[src/rtl/multi_pulse_hs_pkg.sv]
// Shared types and helpers for the multi-channel pulse handshake transmitter.
package multi_pulse_hs_pkg;

    // Per-channel handshake state.
    typedef enum logic [1:0] {
        IDLE     = 2'd0,
        REQ      = 2'd1,
        WAIT_LOW = 2'd2
    } hs_state_t;

    // Width of a counter that must hold 0..depth inclusive.
    function automatic int cnt_width(input int depth);
        return $clog2(depth + 1);
    endfunction

endpackage

[src/rtl/sync_bit.sv]
// Multi-flop synchroniser for one asynchronous level signal.
module sync_bit #(
    parameter int STAGES = 2
) (
    input  logic clock,
    input  logic reset_n,
    input  logic d,
    output logic q
);

    logic [STAGES-1:0] sync_q;

    // Shift the asynchronous level through STAGES flops; reset clears the chain.
    always_ff @(posedge clock) begin
        if (!reset_n) begin
            sync_q <= '0;
        end else begin
            sync_q <= {sync_q[STAGES-2:0], d};
        end
    end

    assign q = sync_q[STAGES-1];

endmodule

[src/rtl/multi_pulse_handshake_tx.sv]
// N-channel pulse transmitter. Each accepted pulse_in becomes one 4-phase
// req/ack handshake; pulses arriving during a handshake are queued per channel.
// Optional watchdog: define MULTI_PULSE_HS_TIMEOUT_EN to add the per-phase
// timeout and the timeout_pulse output.
//
// Handshake: req_out rises to offer an event; the receiver raises ack once it
// has taken it; req_out then falls and the receiver drops ack, which completes
// the transfer. A new req_out is only raised after ack has been seen low.
module multi_pulse_handshake_tx
    import multi_pulse_hs_pkg::*;
#(
    parameter int NUM_CH         = 4,
    parameter int DEPTH          = 7,
    parameter int SYNC_STAGES    = 2
`ifdef MULTI_PULSE_HS_TIMEOUT_EN
    ,
    parameter int TIMEOUT_CYCLES = 64
`endif
) (
    input  logic                                clock,
    input  logic                                reset_n,
    input  logic [NUM_CH-1:0]                   pulse_in,
    input  logic [NUM_CH-1:0]                   ack_in,
    output logic [NUM_CH-1:0]                   req_out,
    output logic [NUM_CH*cnt_width(DEPTH)-1:0]  pending_cnt,
    output logic [NUM_CH-1:0]                   busy,
    output logic [NUM_CH-1:0]                   done_pulse,
    output logic [NUM_CH-1:0]                   overflow,
    input  logic [NUM_CH-1:0]                   clear_overflow
`ifdef MULTI_PULSE_HS_TIMEOUT_EN
    ,
    output logic [NUM_CH-1:0]                   timeout_pulse
`endif
);

    localparam int CNT_W = cnt_width(DEPTH);
`ifdef MULTI_PULSE_HS_TIMEOUT_EN
    localparam int WD_W  = $clog2(TIMEOUT_CYCLES + 1);
`endif

    for (genvar k = 0; k < NUM_CH; k++) begin : g_ch
        hs_state_t        state_q, state_d;
        logic [CNT_W-1:0] cnt_q, cnt_d;
        logic             req_q, done_q, done_d, ovf_q;
        logic             ack_s, dec, drop;
`ifdef MULTI_PULSE_HS_TIMEOUT_EN
        logic [WD_W-1:0]  wd_q, wd_d;
        logic             to_q, to_d, expire;
`endif

        sync_bit #(.STAGES(SYNC_STAGES)) u_sync (
            .clock   (clock),
            .reset_n (reset_n),
            .d       (ack_in[k]),
            .q       (ack_s)
        );

`ifdef MULTI_PULSE_HS_TIMEOUT_EN
        // Last cycle a channel may spend in REQ or WAIT_LOW.
        assign expire = (state_q != IDLE) && (wd_q == WD_W'(TIMEOUT_CYCLES - 1));
`endif

        // Next state, completion/decrement strobes and queue counter update.
        always_comb begin
            state_d = state_q;
            dec     = 1'b0;
            done_d  = 1'b0;
            drop    = 1'b0;
            cnt_d   = cnt_q;
`ifdef MULTI_PULSE_HS_TIMEOUT_EN
            to_d    = 1'b0;
            wd_d    = '0;
`endif
            case (state_q)
                IDLE:     if (cnt_q != '0) state_d = REQ;
                REQ:      if (ack_s) begin
                              state_d = WAIT_LOW;
                              dec     = 1'b1;
                          end
                WAIT_LOW: if (!ack_s) begin
                              state_d = IDLE;
                              done_d  = 1'b1;
                          end
                default:  state_d = IDLE;
            endcase
`ifdef MULTI_PULSE_HS_TIMEOUT_EN
            // A phase that has not progressed in time is abandoned.
            if (expire && (state_d == state_q)) begin
                state_d = IDLE;
                dec     = (state_q == REQ);
                to_d    = 1'b1;
            end
            if ((state_d == state_q) && (state_q != IDLE)) wd_d = wd_q + 1'b1;
`endif
            // A full queue only drops the pulse when nothing leaves it this cycle.
            drop = pulse_in[k] && !dec && (cnt_q == CNT_W'(DEPTH));
            if (pulse_in[k] && !dec && !drop) cnt_d = cnt_q + 1'b1;
            else if (!pulse_in[k] && dec)     cnt_d = cnt_q - 1'b1;
        end

        // State, counter and registered outputs; set of overflow beats clear.
        always_ff @(posedge clock) begin
            if (!reset_n) begin
                state_q <= IDLE;
                cnt_q   <= '0;
                req_q   <= 1'b0;
                done_q  <= 1'b0;
                ovf_q   <= 1'b0;
`ifdef MULTI_PULSE_HS_TIMEOUT_EN
                wd_q    <= '0;
                to_q    <= 1'b0;
`endif
            end else begin
                state_q <= state_d;
                cnt_q   <= cnt_d;
                req_q   <= (state_d == REQ);
                done_q  <= done_d;
                if (drop)                   ovf_q <= 1'b1;
                else if (clear_overflow[k]) ovf_q <= 1'b0;
`ifdef MULTI_PULSE_HS_TIMEOUT_EN
                wd_q    <= wd_d;
                to_q    <= to_d;
`endif
            end
        end

        assign req_out[k]                     = req_q;
        assign pending_cnt[k*CNT_W +: CNT_W]  = cnt_q;
        assign busy[k]                        = (state_q != IDLE) || (cnt_q != '0);
        assign done_pulse[k]                  = done_q;
        assign overflow[k]                    = ovf_q;
`ifdef MULTI_PULSE_HS_TIMEOUT_EN
        assign timeout_pulse[k]               = to_q;
`endif
    end

endmodule

[config.mk]
export PLATFORM = sky130hd
export DESIGN_NAME = multi_pulse_handshake_tx
export DESIGN_NICKNAME = d
export VERILOG_FILES = /design/src/rtl/multi_pulse_hs_pkg.sv /design/src/rtl/sync_bit.sv /design/src/rtl/multi_pulse_handshake_tx.sv
export SDC_FILE = /design/constraint.sdc
export NUM_CORES = 1
export LEC_CHECK = 0
export BUFFER_PORTS_ARGS = -buffer_cell sky130_fd_sc_hd__buf_2
export CAP_MARGIN = 20
export CORE_UTILIZATION = 49
export DETAILED_ROUTE_END_ITERATION = 7
export HOLD_SLACK_MARGIN = 0.03
export PLACE_DENSITY = 0.72
export RECOVER_POWER = 50
export SYNTH_ARGS = -nofsm -noshare
export SYNTH_HDL_FRONTEND = slang
export SYNTH_SLANG_ARGS = --single-unit
[constraint.sdc]
create_clock -name clock -period 5.2 [get_ports clock]
set_input_delay 1.3 -clock clock [delete_from_list [all_inputs] [get_ports clock]]
set_output_delay 1.3 -clock clock [all_outputs]
set_load 0.01 [all_outputs]
Word level (Yosys, flattened, before mapping)
Cells that the tools add are included.
{"block": "totals", "regBits": 40, "output_inout_bits": 28, "wordCells": 148}
{"block": "op_classes", "add_sub_neg": 8, "n_eq_ne": 16, "mux": 44, "reduce_logical": 56}
{"cell": "2-bit 2-to-1 mux", "count": 12}
{"cell": "3-bit 2-to-1 mux", "count": 8}
{"cell": "2-bit one-hot mux with 3 select lines", "count": 4}
{"cell": "2-bit nonzero test", "count": 12}
{"cell": "1-bit 2-to-1 mux", "count": 20}
{"cell": "2-bit by 1-bit equality test with 1-bit output, second input constant", "count": 8}
{"cell": "1-bit logical AND", "count": 16}
{"cell": "3-bit by 1-bit adder with 3-bit output, second input constant", "count": 4}
{"cell": "3-bit equality test, second input constant", "count": 4}
{"cell": "1-bit logical NOT", "count": 12}
{"cell": "3-bit nonzero test", "count": 4}
{"cell": "3-bit by 1-bit subtractor with 3-bit output, second input constant", "count": 4}
{"cell": "2-bit equality test, second input constant", "count": 4}
{"cell": "2-bit logical NOT", "count": 4}
{"cell": "2-bit AND reduction", "count": 4}
{"cell": "1-bit logical OR", "count": 4}

Longest topological paths before layout
{"block": "depth", "word_depth": 8, "ltp_mapped": 7}

Hierarchy
Synthesis repeated with hierarchy kept, for this count alone.
{"block": "hier_totals", "cells_unflattened": 180, "area_unflattened_um2": 1766.7}
{"mod": "multi_pulse_handshake_tx", "instances": 1, "cells_per_inst": 164, "area_each_um2": 1556.5, "seq_area_each_um2": 640.6}
{"mod": "sync_bit", "instances": 4, "cells_per_inst": 4, "area_each_um2": 52.6, "seq_area_each_um2": 40.0}

Least setup slack after synthesis
OpenSTA, ideal clock, no wires.
{"block": "synth_timing", "kind": "input port to flip-flop", "from": "in pulse_in[3]", "to": "reg g_ch[3].cnt_q[2]", "setup_time_ps": 122, "t_arrival_ps": 2367, "required_ps": 5078, "setup_slack_ps": 2711, "cell_stages": 5, "n_path_buf": 0, "path_cell_list": "and3_4 clkinv_2 fa_1 and3_1 o311a_1"}
{"block": "synth_via", "elab_chain_len": 5, "word_cells_on_any_way": 8, "classes_between": "1 x mux; 7 x reduce/logical"}
{"element": "start, declared", "line": "multi_pulse_handshake_tx.sv:22", "source": "input logic [NUM_CH-1:0] pulse_in,"}
{"element": "1-bit logical AND", "line": "multi_pulse_handshake_tx.sv:96, multi_pulse_handshake_tx.sv:97"}
{"element": "1-bit logical AND", "line": "multi_pulse_handshake_tx.sv:96", "source": "drop = pulse_in[k] && !dec && (cnt_q == CNT_W'(DEPTH));"}
{"element": "1-bit logical NOT", "line": "multi_pulse_handshake_tx.sv:97", "source": "if (pulse_in[k] && !dec && !drop) cnt_d = cnt_q + 1'b1;"}
{"element": "1-bit logical AND", "line": "multi_pulse_handshake_tx.sv:97"}
{"element": "3-bit 2-to-1 mux or 2-bit nonzero test (tied branches)"}
{"element": "end signal, assigned", "line": "multi_pulse_handshake_tx.sv:115", "source": "cnt_q <= cnt_d;"}
{"element": "end, declared", "line": "multi_pulse_handshake_tx.sv:43", "source": "logic [CNT_W-1:0] cnt_q, cnt_d;"}
Several ways; a longest one is shown, not always the timed one.
A chain may end at the register's enable or synchronous reset.

Worst setup path after layout
{"block": "layout_timing", "from": "in reset_n", "to": "reg g_ch[0].req_q"}
{"element": "start, declared", "line": "multi_pulse_handshake_tx.sv:21", "source": "input logic reset_n,"}
{"element": "end signal, assigned", "line": "multi_pulse_handshake_tx.sv:116", "source": "req_q <= (state_d == REQ);"}
{"element": "end, declared", "line": "multi_pulse_handshake_tx.sv:44", "source": "logic req_q, done_q, done_d, ovf_q;"}
No word-level cell between the ends.

==> results.md <==
- Status: completed
- Largest area contributor in the netlist: dfxtp_1
- Residual DRC: 0
- Avg Cell Area, Syn: 9.869 µm²
- Detailed placer's ending HPWL: approximately 2.2 mm
- Proportion of layout cells with a drive suffix above 1: about a fifth
- Vias: 1,380
- Gpl congestion: between 0.6 and 0.7
- Cts hold-fix bufs: 0
- Final setup viols: 0
- RSZ-0062 raised after global routing: no
- Synth cell types: 34
- Netlist Area Pre-Place: between 0.0015 and 0.002 mm²
- Die area: ~0.0038 mm²
- First-pass GRT wire length: 4.816 mm
- Buffers on Ports: 41
- Initial Util: 51.83%
- Ys Warns: 0
- Static Leak: 0.8855 nW
- Worst Skew: 0.007280 ns
- Post-Syn Instances: 178
- Arrival time worst endpoint: between 3 and 4 ns
- MaxCap Viol Count: 0
- I/O pin cnt: 42
- Worst-path fanout max: 29
- Setup Crit Path Kind: in2reg
- Routed vias/inst: 5.391
- Initial antenna violation count: 0
- Most frequent cells in the layout: dfxtp_1 (40), buf_2 (30), nand2_1 (12), clkbuf_1 (12), nor3_1 (9)
- Asr flop ratio synth: 0%
- Clk slew on worst S/H paths: ~0.11 ns
- Cts repair resizes: 0
- FF+latch count, synth: 40
- Min-delay worst type: reg2reg
- Nets: 228
- Final Max Slew Viols: 0
- Synth top area cells: dfxtp_1 (46%), buf_4 (5.1%), fa_1 (4.6%)
- CTS buffer count: 5
- H-tree depth: 2
- Clock Sinks: 40
- Primary FF master, synth: dfxtp_1
- Final Critical Period: 2.859 ns
- Pin count of the biggest net entering global routing: 30
- Critical Path End Type: register
- Sequential share of the synthesized area: 45.58%
- Worst Tran Pin Value: 0.9887 ns
- Commonest non-fill, non-tap cell in the layout: dfxtp_1
- Die Ht: between 60 and 70 µm
- Rel. slew slack: 34.09%
- Achievable Freq: 349.8 MHz
- Pwr/cell area: 321.0 mW/mm²
- Startpoint types: input pin
- P&R area growth vs syn: 10.47%
- Crit path required time: 5.41 ns
- Wire length per cell: about 12 µm
- Total power: 0.0006230 W
- Total grt overflow: 0
- DR pass1 iterations: 4
- Inserted Diodes: 0
- Final hold vios: 0
- Clk_lat worst skew: 0.33 ns
- Post-synth net total: 196
- Fillers: 335
- Max Buffers Root-to-Sink: 2
- Setup Fix Bufs, Post-CTS: 0
- Placed insts: 249
- Core area: 0.003390 mm²
- Post-Layout Cell Count: about 260
- Worst hold slack: 0.4490 ns
- DRT iter0 DRCs: 47
- GRT Resource Usage Total: 17.55%
- Root Buffer: clkbuf_4
- Final period util: 54.98%
- Die W: 61.88 µm
- DRT Wirelength: roughly 3.1 mm
- Max rail drop VDD: 0.1476 mV
- Number of synthesized flops with an enable pin: 0
- CTS tree: yes
- Via count of the first global-routing pass: 1,149
- Area share of the largest cell type after synthesis: 45.58%
- Post-route ant nets: 0
- Sum Neg Setup Slack: 0 ns
- FP Rows: 21
## registers in the layout, summed over array words and instances, names as in the netlist
name                cells
g_ch.u_sync.sync_q      8
g_ch.ovf_q              4
g_ch.done_q             4
g_ch.cnt_q             12
g_ch.req_q              4
g_ch.state_q            8
## metal layers
metal	track usage, %	vias up	routed length [µm]
li1	-	698	-
met1	19.69	639	1417
met2	29.03	38	1481
met3	7.660	5	163
met4	7.619	0	44
met5	0	-	0
## Yosys cell counts (2+ instances only)
| cell | number |
|---|---|
| o22ai_1 | 5 |
| nor2_1 | 5 |
| a211oi_1 | 2 |
| nor4_1 | 3 |
| fa_1 | 4 |
| a41o_1 | 2 |
| nor3b_1 | 2 |
| and4_1 | 2 |
| buf_4 | 12 |
| nand3b_4 | 2 |
| a2111oi_0 | 8 |
| xor2_1 | 4 |
| nand2b_1 | 5 |
| nand3_1 | 6 |
| nand3b_1 | 3 |
| nor4b_1 | 3 |
| clkbuf_1 | 3 |
| dfxtp_1 | 40 |
| nand2_1 | 12 |
| nor3_1 | 9 |
| inv_1 | 6 |
| o21ai_0 | 6 |
| or3_1 | 2 |
| and2_1 | 12 |
| and3_1 | 8 |
| mux2i_1 | 4 |
## per-stage QoR
stage | setup WS, ns | instance area, µm² | utilization, %
floorplan | 2.712 | 1757 | -
CTS | 2.334 | 1961 | 57.84
global route | 2.053 | 1941 | 57.25
finish | 2.341 | 1941 | 57.25
detailed placement | 2.489 | 1914 | 56.48
global placement | 2.553 | 1914 | 56.48
## path summary, 6_finish.rpt
kind | startpoint | endpoint | slack (ns) | cells past startpoint
min | g_ch[0].u_sync.sync_q[0] | g_ch[0].u_sync.sync_q[1] | 0.45 | 1
max reg2reg | g_ch[1].state_q[1] | g_ch[1].cnt_q[2] | 3.29 | 7
min reg2reg | g_ch[0].u_sync.sync_q[0] | g_ch[0].u_sync.sync_q[1] | 0.45 | 1
max | reset_n | g_ch[0].req_q | 2.34 | 3
## cell families (layout without fill, tap and decap cells)
family                     count (synthesis)  count (layout)  share of synthesized area [%]
AOI/OAI and AO/OA                         28              28                          11.89
xor gates and xnor gates                   4               4                          1.994
adders and majority gates                  4               4                          4.559
buffers and inverters                     23              55                          7.549
DFF                                       40              40                          45.58
muxes                                      4               4                          2.279
and+or+nand+nor                           75              75                          26.14
## worst max-delay path: stages
cell,delay [ns]
clkbuf_1,0.72
inv_1,0.52
a2111oi_0,0.52
## report_power, final
group | internal, W | switching [W] | leakage (nW)
sequential | 0.000333 | 0.0000315 | 0.329
combinational | 0.0000544 | 0.0000612 | 0.528
clock | 0.0000499 | 0.0000933 | 0.0281
## final cells by class
cell class | count | area, µm² | share of cell area, %
multi-input combinational | 115 | 817.0 | 42.10
sequential | 40 | 800.8 | 41.26
timing repair buffer | 41 | 191.4 | 9.865
tap | 46 | 57.56 | 2.966
clock buffer | 6 | 41.29 | 2.128
inverter | 7 | 27.53 | 1.418
clock inverter | 1 | 5.005 | 0.2579
Note: power is estimated with default switching activity, not from simulation.
